===== src/rtl/led_pulse_stretcher.sv =====
// Stretches one-cycle event strobes into visible LED blinks (ON period + OFF gap),
// queueing events that arrive mid-blink. Define LED_PULSE_OVF_EN to add the sticky ovf output.
module led_pulse_stretcher #(
  parameter int ON_TIME  = 10_000_000,
  parameter int OFF_TIME = 10_000_000,
  parameter int PEND_MAX = 15,
  parameter int PEND_W   = 4,
  parameter int CNT_W    = 32
) (
  input  logic              clk,
  input  logic              rst,
  input  logic              pulse_in,
  input  logic              clear,
  output logic              led_out,
  output logic              busy,
  output logic [PEND_W-1:0] pending
`ifdef LED_PULSE_OVF_EN
  ,
  output logic              ovf
`endif
);

  typedef enum logic [1:0] {
    IDLE,
    ON,
    GAP
  } state_t;

  localparam logic [CNT_W-1:0]  ON_LAST   = CNT_W'(ON_TIME - 1);
  localparam logic [CNT_W-1:0]  OFF_LAST  = CNT_W'(OFF_TIME - 1);
  localparam logic [PEND_W-1:0] PEND_FULL = PEND_W'(PEND_MAX);

  state_t           state;
  logic [CNT_W-1:0] cnt;

  logic has_pend;
  logic start;
  logic enter_on;
  logic dec;
  logic direct;
  logic inc;

  // clear outranks queued events, so a flush during the last gap cycle lands in IDLE
  always_comb begin
    has_pend = (pending != '0);
    start    = !clear && (has_pend || pulse_in);
    enter_on = start && ((state == IDLE) || ((state == GAP) && (cnt == OFF_LAST)));
    dec      = enter_on && has_pend;
    direct   = enter_on && !has_pend;
    inc      = pulse_in && !clear && !direct;
  end

  always_ff @(posedge clk or posedge rst) begin
    if (rst) begin
      state   <= IDLE;
      cnt     <= '0;
      led_out <= 1'b0;
      busy    <= 1'b0;
      pending <= '0;
    end else begin
      case (state)
        IDLE: begin
          if (enter_on) begin
            state   <= ON;
            cnt     <= '0;
            led_out <= 1'b1;
            busy    <= 1'b1;
          end
        end
        ON: begin
          if (cnt == ON_LAST) begin
            state   <= GAP;
            cnt     <= '0;
            led_out <= 1'b0;
          end else begin
            cnt <= cnt + CNT_W'(1);
          end
        end
        GAP: begin
          if (cnt == OFF_LAST) begin
            cnt <= '0;
            if (enter_on) begin
              state   <= ON;
              led_out <= 1'b1;
            end else begin
              state <= IDLE;
              busy  <= 1'b0;
            end
          end else begin
            cnt <= cnt + CNT_W'(1);
          end
        end
        default: begin
          state   <= IDLE;
          cnt     <= '0;
          led_out <= 1'b0;
          busy    <= 1'b0;
        end
      endcase

      // an inc that meets a full queue with no matching dec is dropped
      if (clear) begin
        pending <= '0;
      end else if (inc && !dec && (pending != PEND_FULL)) begin
        pending <= pending + PEND_W'(1);
      end else if (dec && !inc) begin
        pending <= pending - PEND_W'(1);
      end
    end
  end

`ifdef LED_PULSE_OVF_EN
  always_ff @(posedge clk or posedge rst) begin
    if (rst) begin
      ovf <= 1'b0;
    end else if (inc && !dec && (pending == PEND_FULL)) begin
      ovf <= 1'b1;
    end
  end
`endif

endmodule


===== config.mk =====
export PLATFORM = sky130hd
export DESIGN_NAME = led_pulse_stretcher
export DESIGN_NICKNAME = d
export VERILOG_FILES = /design/src/rtl/led_pulse_stretcher.sv
export SDC_FILE = /design/constraint.sdc
export NUM_CORES = 1
export LEC_CHECK = 0
export BUFFER_PORTS_ARGS = -buffer_cell sky130_fd_sc_hd__buf_2
export CORE_ASPECT_RATIO = 1.5
export CORE_MARGIN = 8
export CORE_UTILIZATION = 30
export DETAILED_ROUTE_END_ITERATION = 6
export GPL_TIMING_DRIVEN = 0
export PLACE_DENSITY_LB_ADDON = 0.15
export SLEW_MARGIN = 20
export SYNTH_ARGS = -nofsm -noshare
export SYNTH_HDL_FRONTEND = slang
export SYNTH_SLANG_ARGS = --single-unit

===== constraint.sdc =====
create_clock -name clk -period 2.85 [get_ports clk]
set_input_delay 0.57 -clock clk [delete_from_list [all_inputs] [get_ports clk]]
set_output_delay 0.57 -clock clk [all_outputs]
set_load 0.1 [all_outputs]

# Word-level counts from Yosys, hierarchy flattened
# Index checks and enable logic that the tools add are counted.
[totals] inputBits=4 register_bits=40 out_inout_bits=6 wordCells=60
[op_classes] bitwise=1 mux=19 n_addsub=3 n_reduce_logical=24 n_eq_ne=8
[ops] operator="$mux 32" n=2
[ops] operator="$pmux 32 s2" n=1
[ops] operator="$add 32x1->32 const B" n=1
[ops] operator="$eq 32x24->1 const B" n=1
[ops] operator="$mux 4" n=3
[ops] operator="$logic_and 1x1->1" n=10
[ops] operator="$mux 1" n=7
[ops] operator="$mux 2" n=3
[ops] operator="$ne 2x2->1 const B" n=3
[ops] operator="$pmux 1 s3" n=2
[ops] operator="$pmux 2 s3" n=1
[ops] operator="$logic_not 1->1" n=5
[ops] operator="$add 4x1->4 const B" n=1
[ops] operator="$ne 4x4->1 const B" n=1
[ops] operator="$reduce_and 4->1" n=1
[ops] operator="$reduce_bool 4->1" n=1
[ops] operator="$sub 4x1->4 const B" n=1
[ops] operator="$reduce_and 3->1" n=1
[ops] operator="$reduce_bool 3->1" n=1
[ops] operator="$eq 2x1->1 const B" n=1
[ops] operator="$eq 2x2->1 const B" n=1
[ops] operator="$logic_not 2->1" n=1
[ops] operator="$logic_or 1x1->1" n=2
[ops] operator="$ne 2x1->1 const B" n=1
[ops] operator="other kinds (3)" n=3

# Logic depth before layout (Yosys ltp)
# Gate-level depths: netlist (run 1).
[logic_depth] ltp_word=12 mapped_depth=10 depth_no_buf=10

# Least setup slack after synthesis (run 1)
# No wires, ideal clock.
[synth_path] path_type="reg-to-reg" from="register pending[1]" to="register pending[3]" required_time_ns=2.712 stages_incl_launch_ff=9 setup_slack_ns=0.255 n_path_buf=0 period_less_slack_ns=2.595 t_arrival_ns=2.457 setup_time_ns=0.138 path_cell_list="dfrtp_1 -> and4_1 -> nor3_1 -> nand2_1 -> ha_1 -> a21o_1 -> a21oi_1 -> nand4b_1 -> nand4_1"
[synth_between] elab_chain_len=11 elab_cells_between_ends=21 cone_classes="add/sub: 2; eq/ne: 1; mux: 3; reduce/logical: 15"
[synth_rtl] element="from (decl)" line="16" source="output logic [PEND_W-1:0] pending"
[synth_rtl] element="from (signal assigned)" line="105" source="pending <= pending + PEND_W'(1);"
[synth_rtl] element="from (signal assigned)" line="107" source="pending <= pending - PEND_W'(1);"
[synth_rtl] element="$reduce_bool 4->1" line="45" source="has_pend = (pending != '0);"
[synth_rtl] element="$logic_or 1x1->1" line="46" source="start = !clear && (has_pend || pulse_in);"
[synth_rtl] element="$logic_and 1x1->1" line="46"
[synth_rtl] element="$logic_and 1x1->1" line="47" source="enter_on = start && ((state == IDLE) || ((state == GAP) && (cnt == OFF_LAST)));"
[synth_rtl] element="$logic_and 1x1->1" line="49" source="direct = enter_on && !has_pend;"
[synth_rtl] element="$logic_not 1->1" line="50" source="inc = pulse_in && !clear && !direct;"
[synth_rtl] element="$logic_and 1x1->1" line="50"
[synth_rtl] element="$logic_and 1x1->1 (2 in series)" line="104" source="end else if (inc && !dec && (pending != PEND_FULL)) begin"
[synth_rtl] element="$mux 4" line="104"
[synth_rtl] element="$mux 4" line="102" source="if (clear) begin"
# Several ways; a longest one is shown, not always the timed one. The select of a mux whose other input is x is not followed.
# A chain may end at the register's enable or synchronous reset.

# Worst setup path after layout (run 1)
[layout_path] from="register cnt[22]" to="register pending[3]"
[layout_between] elab_chain_len=11 elab_cells_between_ends=16 cone_classes="eq/ne: 1; mux: 2; reduce/logical: 13"
[layout_rtl] element="from (decl)" line="34" source="logic [CNT_W-1:0] cnt;"
[layout_rtl] element="from (signal assigned)" line="76" source="cnt <= cnt + CNT_W'(1);"
[layout_rtl] element="from (signal assigned)" line="90" source="cnt <= cnt + CNT_W'(1);"
[layout_rtl] element="$eq 32x24->1 (*)" line="47"
[layout_rtl] element="$logic_and 1x1->1 (*)" line="47"
[layout_rtl] element="$logic_or 1x1->1 (*)" line="47"
[layout_rtl] element="$logic_and 1x1->1 (*)" line="47"
[layout_rtl] element="$logic_and 1x1->1" line="49"
[layout_rtl] element="$logic_not 1->1" line="50"
[layout_rtl] element="$logic_and 1x1->1" line="50"
[layout_rtl] element="$logic_and 1x1->1 (2 in series)" line="104"
[layout_rtl] element="$mux 4" line="104"
[layout_rtl] element="$mux 4" line="102"
# Mark *: on every way between the ends. The rest lies on a longest branch, timed or not.

==> flow_metrics.py, run 1 <==
metrics = {
    "cts": {
        "h-tree-depth": 2,
        "path_clk_slew_ps": 60,
        "cts_sinks": 40,
        "cts_buffer_depth": 2,
        "ctsHoldBuffers": 0,
        "cts-root-buf": "clkbuf_16",
        "cts_buffers": 5,
        "clk_latency_ps": 280,
        "cts_tree": "done",
    },
    "placement": {
        "place_hpwl_mm": 3.947,
        "dpl-instance-area_um2": 2551,
        "io_buffers": 8,
        "place_congestion": 0.7361,
        "post-place-ws_ps": 67.96,
    },
    "hold_path": {
        "hold_class": "in2async",
    },
    "timing": {
        "fin_tns_setup_ps": 0,
        "finalSetupViolCount": 0,
        "drv_slew": 0,
        "hold_viol": 0,
        "maxSlewHeadroom": 0.5005,
        "fmax_mhz": 374.1,
        "finClkSkew_ps": 6.300,
        "grt_setup_unrepaired": "no",
        "min_period_ps": 2673,
        "max_slew.worst_pin.slew_ps": 745.7,
        "timing.final.crit_share": 0.9378,
        "setup_ws_ps": 177.2,
    },
    "critical_path": {
        "reg2reg_depth": 9,
        "start_kind": "flip-flop",
        "critPathMaxFanout": 6,
        "cp-end-kind": "flip-flop",
        "rr_endpoint": "pending[3]$_DFFE_PP0P_",
        "r2r_start": "cnt[22]$_DFFE_PP0N_",
        "cp.arrival_ps": 2820,
        "rrSetupSlack_ps": 180,
        "crit_type": "reg2reg",
        "required_ps": 3000,
    },
    "route": {
        "ant_nets": 0,
        "route.met3.wl_um": 99,
        "num_vias": 1825,
        "drt-total-wl_mm": 5.400,
        "highest_layer": "met4",
        "met2WireLength_mm": 2.900,
        "wl_per_cell_um": 14.96,
        "drt-met1-wl_mm": 2.304,
        "dr.pass1.iters": 4,
        "drc_errors": 0,
        "via_per_inst": 5.055,
        "drtIter0Drc": 95,
    },
    "logic_synthesis": {
        "synth_ff_type": "dfrtp_1",
        "yosysSeqAreaShare": 0.4235,
        "ys_ff_latch": 40,
        "synth_area_um2": 2364,
        "synth_edf_count": 0,
        "synthArstFlopShare": 1.000,
        "ys_types": 43,
        "synth_area_per_cell_um2": 9.767,
        "synth_nets": 255,
        "ys.warnings.count": 0,
        "syn_inst": 242,
    },
    "floorplanning": {
        "initial_utilization": 0.3105,
        "core-area_um2": 7612,
        "design.die.area_um2": 11030,
        "die_w_um": 88.47,
        "die-height_um": 124.7,
        "rows": 39,
        "io_pins": 10,
    },
    "pwr": {
        "ir_worst_vdd_mv": 0.6356,
        "p_leak_nw": 1.174,
        "p_clk_frac": 0.249,
        "power_w": 0.002348,
        "swShare": 0.4537,
        "pwr-share-comb": 0.447,
        "p_per_area_nw_per_um2": 864.7,
        "internal-power_w": 0.001283,
        "p_seq_frac": 0.303,
        "p_switching_w": 0.001065,
    },
    "final_layout": {
        "n_fill_cell": 819,
        "n_antenna_cell": 0,
        "layout-drive-gt1-share": 0.1390,
        "fin_area_um2": 2715,
        "final_core_util": 0.3567,
        "final_nets": 272,
        "area_delta_synth_final_pct": 14.88,
    },
    "global_route": {
        "grt_max_degree": 31,
        "grt_use_total": 0.1085,
        "grt_pass1_wl_mm": 9.418,
        "antenna_found_initial": 0,
        "grt_pass1_vias": 1931,
        "overflow": 0,
    },
    "run_status": {
        "run_status": "completed",
    },
    "run": {
        "max_cap_violations": 0,
    },
}
routing by layer:
metal  track usage  vias to the layer above
met3       0.02246                        5
met5             0                        -
li1              -                      909
met4       0.04304                        0
met1        0.1222                      889
met2        0.1890                       22
through the flow:
step	hold WS, ps	std cells
2_1_floorplan	490.0	242
3_3_place_gp	501.7	352
3_5_place_dp	515.5	353
4_1_cts	210.9	360
5_1_grt	231.2	361
6_report	209.4	361
what timing repair did:
item,4_1_cts,5_1_grt
gates resized for setup,0,1
setup buffers,0,1
setup endpoints to repair,0,1
synthesized netlist by cell type, types with 2 or more instances:
master,number,area (µm²)
dfrtp_1,40,1001
nor2_1,29,108.9
xor2_1,24,210.2
nand4_1,19,118.9
a21oi_1,13,65.06
nand3_1,13,65.06
nand2_1,12,45.04
o21ai_0,10,50.05
ha_1,8,100.1
inv_1,8,30.03
and3_1,7,43.79
or3_1,6,37.54
nand2b_1,4,25.02
nor3_1,4,20.02
nor4_4,4,85.08
buf_2,3,15.01
clkbuf_1,3,11.26
mux2i_1,3,30.03
a211oi_1,2,15.01
a31oi_1,2,12.51
and3_2,2,15.01
and4_1,2,17.52
nand3_2,2,20.02
nand4b_1,2,17.52
nor4_1,2,12.51
worst max path at each step:
stage	endpoint	cells past startpoint	start	slack [ps]
6_report	pending[3]$_DFFE_PP0P_	9	cnt[22]$_DFFE_PP0N_	180
4_1_cts	pending[3]$_DFFE_PP0P_	9	cnt[16]$_DFFE_PP0N_	40
5_1_grt	pending[3]$_DFFE_PP0P_	9	cnt[22]$_DFFE_PP0N_	20
3_5_place_dp	pending[3]$_DFFE_PP0P_	9	cnt[16]$_DFFE_PP0N_	70
2_1_floorplan	pending[3]$_DFFE_PP0P_	8	pending[1]$_DFFE_PP0P_	260
3_3_place_gp	pending[3]$_DFFE_PP0P_	9	cnt[16]$_DFFE_PP0N_	60
cell type report:
class / count / area, µm² / area share
clock buffer: 7 / 152.6 / 0.05622
timing repair buffer: 10 / 67.56 / 0.02488
inverter: 8 / 30.03 / 0.01106
multi-input combinational: 188 / 1310 / 0.4825
tap: 102 / 127.6 / 0.04700
buffer: 6 / 26.28 / 0.009677
sequential: 40 / 1001 / 0.3687
sequential cells by signal, summed over array words and instances (netlist names):
| signal | cells |
|---|---|
| cnt | 32 |
| busy | 1 |
| pending | 4 |
| state | 2 |
| led_out | 1 |
cell usage in the layout (no fill, tap or decap), types with 6 or more instances in the layout:
cell type and count:
nand4_1 19, xor2_1 24, or3_1 6, dfrtp_1 40, a21oi_1 12, o21ai_0 10, nand3_1 13, nand2_1 12
buf_2 11, inv_1 7, nor2_1 29, and3_1 7, ha_1 8
logic make-up after synthesis:
logic type,share of synthesized area
AO/OA/AOI/OAI,0.09582
XOR/XNOR,0.08894
adder cells (fa/ha/maj),0.05082
buffers and inverters,0.02382
flip-flops,0.4235
multiplexers,0.02329
AND/OR/NAND/NOR,0.2938
power by group through the flow:
stage / clock (W) / sequential [W] / combinational (W)
floorplan: 0 / 0.000975 / 0.000554
finish: 0.000585 / 0.000712 / 0.00105
CTS: 0.000607 / 0.000713 / 0.00106
global placement: 0 / 0.000723 / 0.00104
detailed placement: 0 / 0.000723 / 0.00106
global route: 0.000629 / 0.000724 / 0.00114
worst max-delay path, stage by stage, from the launching register on:
cell and delay, ps:
dfrtp_1 440, or4b_1 580, nor4_4 310, a41oi_4 200
nand2_1 160, ha_1 240, a21o_1 200, a21oi_2 180
nand4b_1 130, nand4_1 90
Power figures use the tool's default switching activity.
==> run 2, diff against run 1 <==
- clock period: 2.85 -> 2.7 ns (I/O delays scaled with it)
==> flow_metrics.py, run 2 (synthesized netlist as in run 1, its figures left out) <==
metrics = {
    "route": {
        "ant_nets": 0,
        "drt-met1-wl_mm": 2.316,
        "wl_per_cell_um": 14.95,
        "via_per_inst": 5.149,
        "num_vias": 1869,
        "route.met3.wl_um": 98,
        "met2WireLength_mm": 2.913,
        "highest_layer": "met4",
        "drc_errors": 0,
        "drt-total-wl_mm": 5.426,
        "dr.pass1.iters": 4,
        "drtIter0Drc": 86,
    },
    "cts": {
        "h-tree-depth": 2,
        "ctsHoldBuffers": 0,
        "cts_sinks": 40,
        "path_clk_slew_ps": 60,
        "cts_buffer_depth": 2,
        "cts_buffers": 5,
        "cts_tree": "done",
        "cts-root-buf": "clkbuf_16",
        "clk_latency_ps": 280,
    },
    "placement": {
        "io_buffers": 8,
        "placed_cells": 353,
        "post-place-ws_ps": -82.04,
        "place_hpwl_mm": 3.947,
        "place_congestion": 0.7361,
    },
    "final_layout": {
        "layout_commonest_cell": "dfrtp_1",
        "final_nets": 274,
        "most-common-layout-cells": "dfrtp_1 (40), nor2_1 (29), xor2_1 (24)",
        "final_cells": 363,
        "area_delta_synth_final_pct": 16.62,
        "layout-drive-gt1-share": 0.1609,
        "top_regs": "cnt (32), pending (4), state (2)",
        "largest_reg_flops": 32,
        "n_antenna_cell": 0,
        "top_register": "cnt",
    },
    "timing": {
        "grt_setup_unrepaired": "no",
        "timing.final.crit_share": 0.9532,
        "maxSlewHeadroom": 0.5329,
        "hold_viol": 0,
        "finalSetupViolCount": 0,
        "drv_slew": 0,
        "setup_ws_ps": 126.3,
        "max_slew.worst_pin.slew_ps": 694.2,
        "fmax_mhz": 388.5,
        "finClkSkew_ps": 5.865,
        "min_period_ps": 2574,
    },
    "pwr": {
        "p_per_area_nw_per_um2": 914.2,
        "p_leak_nw": 1.186,
        "ir_worst_vdd_mv": 0.6818,
    },
    "global_route": {
        "antenna_found_initial": 0,
        "grt_max_degree": 31,
        "grt_pass1_wl_mm": 9.453,
        "overflow": 0,
        "grt_use_total": 0.1087,
        "grt_pass1_vias": 1932,
    },
    "critical_path": {
        "critPathMaxFanout": 4,
        "cp-end-kind": "flip-flop",
        "crit_type": "reg2reg",
        "required_ps": 2850,
        "worst-path-buf-inv": 0,
        "start_kind": "flip-flop",
        "worst_path_max_delay_cell": "or4_4",
        "cp_slowest_stage_delay_ps": 580,
        "cp.arrival_ps": 2720,
        "critical_path.top_delay_family": "simple AND/OR/NAND/NOR gates",
        "crit_chain": "or4_4 -> nor4_4 -> a41oi_4 -> nand2_2 -> ha_4 -> a21o_1 -> a21oi_2 -> nand4b_1 -> nand4_1",
    },
    "run": {
        "max_cap_violations": 0,
    },
    "floorplanning": {
        "die-height_um": 124.7,
        "rows": 39,
        "io_pins": 10,
        "design.die.area_um2": 11030,
        "core-area_um2": 7612,
        "die_w_um": 88.47,
        "initial_utilization": 0.3105,
    },
    "run_status": {
        "run_status": "completed",
    },
    "hold_path": {
        "hold_class": "in2async",
    },
}
==> run 2: timing repair <==
action                     CTS  global route
setup endpoints to repair    1            22
pin swaps                    1             5
buffers inserted             1             2
gates resized for setup      2             3
==> run 2: through the flow <==
step,hold WS [ps],util,TNS [ps],power (W),cell area [µm²]
2_1_floorplan,490.0,-,0,0.001615,2364
3_3_place_gp,501.7,0.3325,-86.82,0.001863,2531
3_5_place_dp,487.8,0.3351,-82.04,0.001877,2551
4_1_cts,180.9,0.3570,0,0.002522,2718
5_1_grt,201.2,0.3621,0,0.002680,2756
6_report,179.8,0.3621,0,0.002520,2756
==> run 2: routing by layer <==
layer / global-route usage / vias to the layer above
li1: - / 912
met4: 0.04304 / 0
met5: 0 / -
met1: 0.1222 / 930
met3: 0.02246 / 5
met2: 0.1898 / 22
==> run 2: worst paths after layout <==
kind,cells after the start,startpoint,slack [ps],to
max,9,cnt[16]$_DFFE_PP0N_,130,pending[3]$_DFFE_PP0P_
min,2,rst,180,pending[2]$_DFFE_PP0P_
max reg2reg,9,cnt[16]$_DFFE_PP0N_,130,pending[3]$_DFFE_PP0P_
min reg2reg,2,led_out$_DFFE_PP0P_,520,led_out$_DFFE_PP0P_
max in group asynchronous,3,rst,2080,cnt[23]$_DFFE_PP0N_
min in group clk,2,led_out$_DFFE_PP0P_,520,led_out$_DFFE_PP0P_
==> run 2: worst reg2reg max path: cells and delay by family (launching register included) <==
family | cells | cell delay, ps
AO/OA/AOI/OAI | 3 | 550
adder cells (fa/ha/maj) | 1 | 200
flip-flops | 1 | 420
AND/OR/NAND/NOR | 5 | 1260
==> run 2: layout make-up <==
type / instances / area [µm²]
Clock buffer: 7 / 152.6
Timing Repair Buffer: 12 / 82.58
Multi-Input combinational cell: 188 / 1336
Sequential cell: 40 / 1001
Buffer: 6 / 26.28
Tap cell: 102 / 127.6
Fill cell: 814 / 4856
Inverter: 8 / 30.03
==> run 2: where the power goes <==
part           total [W]  internal (W)  switching, W
Combinational    0.00115      0.000318      0.000829
Clock           0.000618      0.000388      0.000230
Sequential      0.000755      0.000671     0.0000839
==> run 3, diff against run 2 <==
- ABC_AREA: unset -> 1
- MAX_ROUTING_LAYER: unset -> met4
==> flow_metrics.py, run 3 <==
metrics = {
    "final_layout": {
        "top_regs": "cnt (32), pending (4), state (2)",
        "most-common-layout-cells": "nand2_1 (108), nor2_1 (50), inv_1 (42)",
        "top_register": "cnt",
        "final_cells": 545,
        "layout_commonest_cell": "nand2_1",
        "n_antenna_cell": 0,
        "n_fill_cell": 1042,
        "largest_reg_flops": 32,
        "layout-drive-gt1-share": 0.1442,
        "final_nets": 442,
        "area_delta_synth_final_pct": 14.24,
        "final_core_util": 0.3467,
    },
    "cts": {
        "cts-root-buf": "clkbuf_16",
        "clk_latency_ps": 290,
        "cts_tree": "done",
        "cts_sinks": 40,
        "cts_buffers": 5,
        "path_clk_slew_ps": 60,
        "cts_buffer_depth": 2,
        "h-tree-depth": 2,
        "ctsHoldBuffers": 0,
    },
    "logic_synthesis": {
        "synth_xor_xnor_area_share": 0.02727,
        "synth_area_per_cell_um2": 7.049,
        "netlist.area_leader.share": 0.3463,
        "synth_area_leaders": "dfrtp_1 (35%), nand2_1 (14%), nor2_1 (6.6%)",
        "synth_compound_area_frac": 0.08571,
        "yosysTopAreaCell": "dfrtp_1",
        "ys.warnings.count": 0,
        "synth_ff_type": "dfrtp_1",
        "synth_top_family_by_area": "simple AND/OR/NAND/NOR gates",
        "ys_types": 37,
        "syn_inst": 410,
        "synth_commonest_cells": "nand2_1 (108), nor2_1 (51), inv_1 (43), dfrtp_1 (40), nand4_1 (28)",
        "synth_simple_gate_area_share": 0.4260,
        "synth_area_um2": 2890,
        "ys_ff_latch": 40,
        "synth_mux_area_frac": 0,
        "synth_edf_count": 0,
        "synthArstFlopShare": 1.000,
        "synth_nets": 423,
        "yosysSeqAreaShare": 0.3463,
        "synthAdderAreaFrac": 0.04156,
        "synth_most_common_cell": "nand2_1",
    },
    "placement": {
        "placed_cells": 535,
        "io_buffers": 9,
        "place_hpwl_mm": 6.819,
        "post-place-ws_ps": -16.71,
        "place_congestion": 0.9700,
    },
    "pwr": {
        "ir_worst_vdd_mv": 0.2322,
        "p_per_area_nw_per_um2": 408.7,
        "p_leak_nw": 1.516,
        "power_w": 0.001350,
    },
    "timing": {
        "setup_ws_ps": 276.9,
        "finalSetupViolCount": 0,
        "finClkSkew_ps": 4.704,
        "timing.final.crit_share": 0.8974,
        "hold_viol": 0,
        "min_period_ps": 2423,
        "drv_slew": 0,
        "grt_setup_unrepaired": "no",
        "fmax_mhz": 412.7,
        "maxSlewHeadroom": 0.6054,
        "max_slew.worst_pin.slew_ps": 591.9,
        "holdWs_ps": 252.4,
    },
    "global_route": {
        "grt_pass1_wl_mm": 14.35,
        "overflow": 0,
        "grt_pass1_vias": 2874,
        "grt_max_degree": 24,
        "grt_use_total": 0.1486,
        "antenna_found_initial": 0,
    },
    "route": {
        "drt-total-wl_mm": 8.629,
        "drc_errors": 0,
        "dr.pass1.iters": 4,
        "wl_per_cell_um": 15.83,
        "num_vias": 2786,
        "drtIter0Drc": 123,
        "ant_nets": 0,
        "via_per_inst": 5.112,
    },
    "floorplanning": {
        "core-area_um2": 9524,
        "design.die.area_um2": 13100,
        "die-height_um": 136.2,
        "io_pins": 10,
        "die_w_um": 96.14,
        "initial_utilization": 0.3035,
        "rows": 44,
    },
    "critical_path": {
        "start_kind": "flip-flop",
        "path_common_cell": "nand2_1",
        "worst_path_max_delay_cell": "dfrtp_2",
        "crit_chain": "ha_4 -> nand2_2 -> nor2_8 -> nand2_2 -> nor2_4 -> nand2_4 -> nand2_8 -> nand2_4 -> nand2_4 -> ha_4 -> a21oi_1 -> nand2_1 -> xor2_2 -> inv_1 -> nand2_1 -> nand2_1 -> nand2_1 -> nand2_1",
        "required_ps": 2880,
        "crit_type": "reg2reg",
        "cp-end-kind": "flip-flop",
        "critPathMaxFanout": 9,
        "cp.arrival_ps": 2600,
        "cp_slowest_stage_delay_ps": 400,
    },
    "run_status": {
        "run_status": "completed",
    },
    "run": {
        "max_cap_violations": 0,
    },
    "hold_path": {
        "hold_class": "in2async",
    },
}
run 3: cell types whose count changed after synthesis, moves of 5 or more:
cell / previous run / this run
and3_1: 7 / 2
inv_1: 8 / 43
inv_2: 0 / 7
nand2_1: 12 / 108
nand2_2: 0 / 6
nand3_1: 13 / 26
nand4_1: 19 / 28
nor2_1: 29 / 51
nor3_1: 4 / 16
o21ai_0: 10 / 22
or3_1: 6 / 0
xor2_1: 24 / 6
run 3: cells by family (layout without fill, tap and decap cells):
group / count (synthesis) / after routing
AO/OA/AOI/OAI: 41 / 41
XOR/XNOR: 9 / 9
adder cells (fa/ha/maj): 9 / 9
buffers and inverters: 56 / 76
flip-flops: 40 / 40
AND/OR/NAND/NOR: 255 / 255
run 3: routing by layer:
layer / global-route usage / wire [µm]
met1: 0.1476 / 3286
met3: 0.02211 / 292
met2: 0.2584 / 4507
met4: 0.09957 / 542
met5: - / 0
run 3: final timing paths:
check,startpoint,end,slack [ps],depth (start not counted)
worst max-delay path,cnt[0]$_DFFE_PP0N_,pending[3]$_DFFE_PP0P_,280,18
worst min-delay path,rst,cnt[17]$_DFFE_PP0N_,250,2
worst max register to register,cnt[0]$_DFFE_PP0N_,pending[3]$_DFFE_PP0P_,280,18
worst min register to register,busy$_DFFE_PP0P_,busy$_DFFE_PP0P_,490,2
max in group asynchronous,rst,cnt[0]$_DFFE_PP0N_,1960,3
min in group clk,busy$_DFFE_PP0P_,busy$_DFFE_PP0P_,490,2
run 3: final cells by class:
class	count	area (µm²)	share of cell area
multi-input combinational	314	1713	0.5188
buffer	6	23.77	0.007200
timing repair buffer	12	80.08	0.02425
clock buffer	6	138.9	0.04206
inverter	50	187.7	0.05684
tap	115	143.9	0.04358
sequential	40	1005	0.3043
clock inverter	2	10.01	0.003031
run 3: critical path: cells and delay by family (launching register included):
kind	cells	cell delay, ps
adder cells (fa/ha/maj)	2	430
flip-flops	1	400
AO/OA/AOI/OAI	1	120
XOR/XNOR	1	150
buffers and inverters	1	50
AND/OR/NAND/NOR	13	1170
run 3: through the flow:
| stage | TNS [ps] | instance area [µm²] |
|---|---|---|
| floorplan | 0 | 2893 |
| global placement | 0 | 3082 |
| detailed placement | -16.71 | 3102 |
| CTS | 0 | 3253 |
| global route | 0 | 3302 |
| finish | 0 | 3302 |
run 3: power by group:
part	switching, W	internal (W)
registers	0.00000959	0.000605
logic	0.0000909	0.0000330
clock network	0.000247	0.000365
total	0.000347	0.00100
run 3: timing repair:
action                                  in CTS  in global routing
setup buffers                                0                  2
gates resized for setup                      1                  5
endpoints found under the setup margin       1                  1
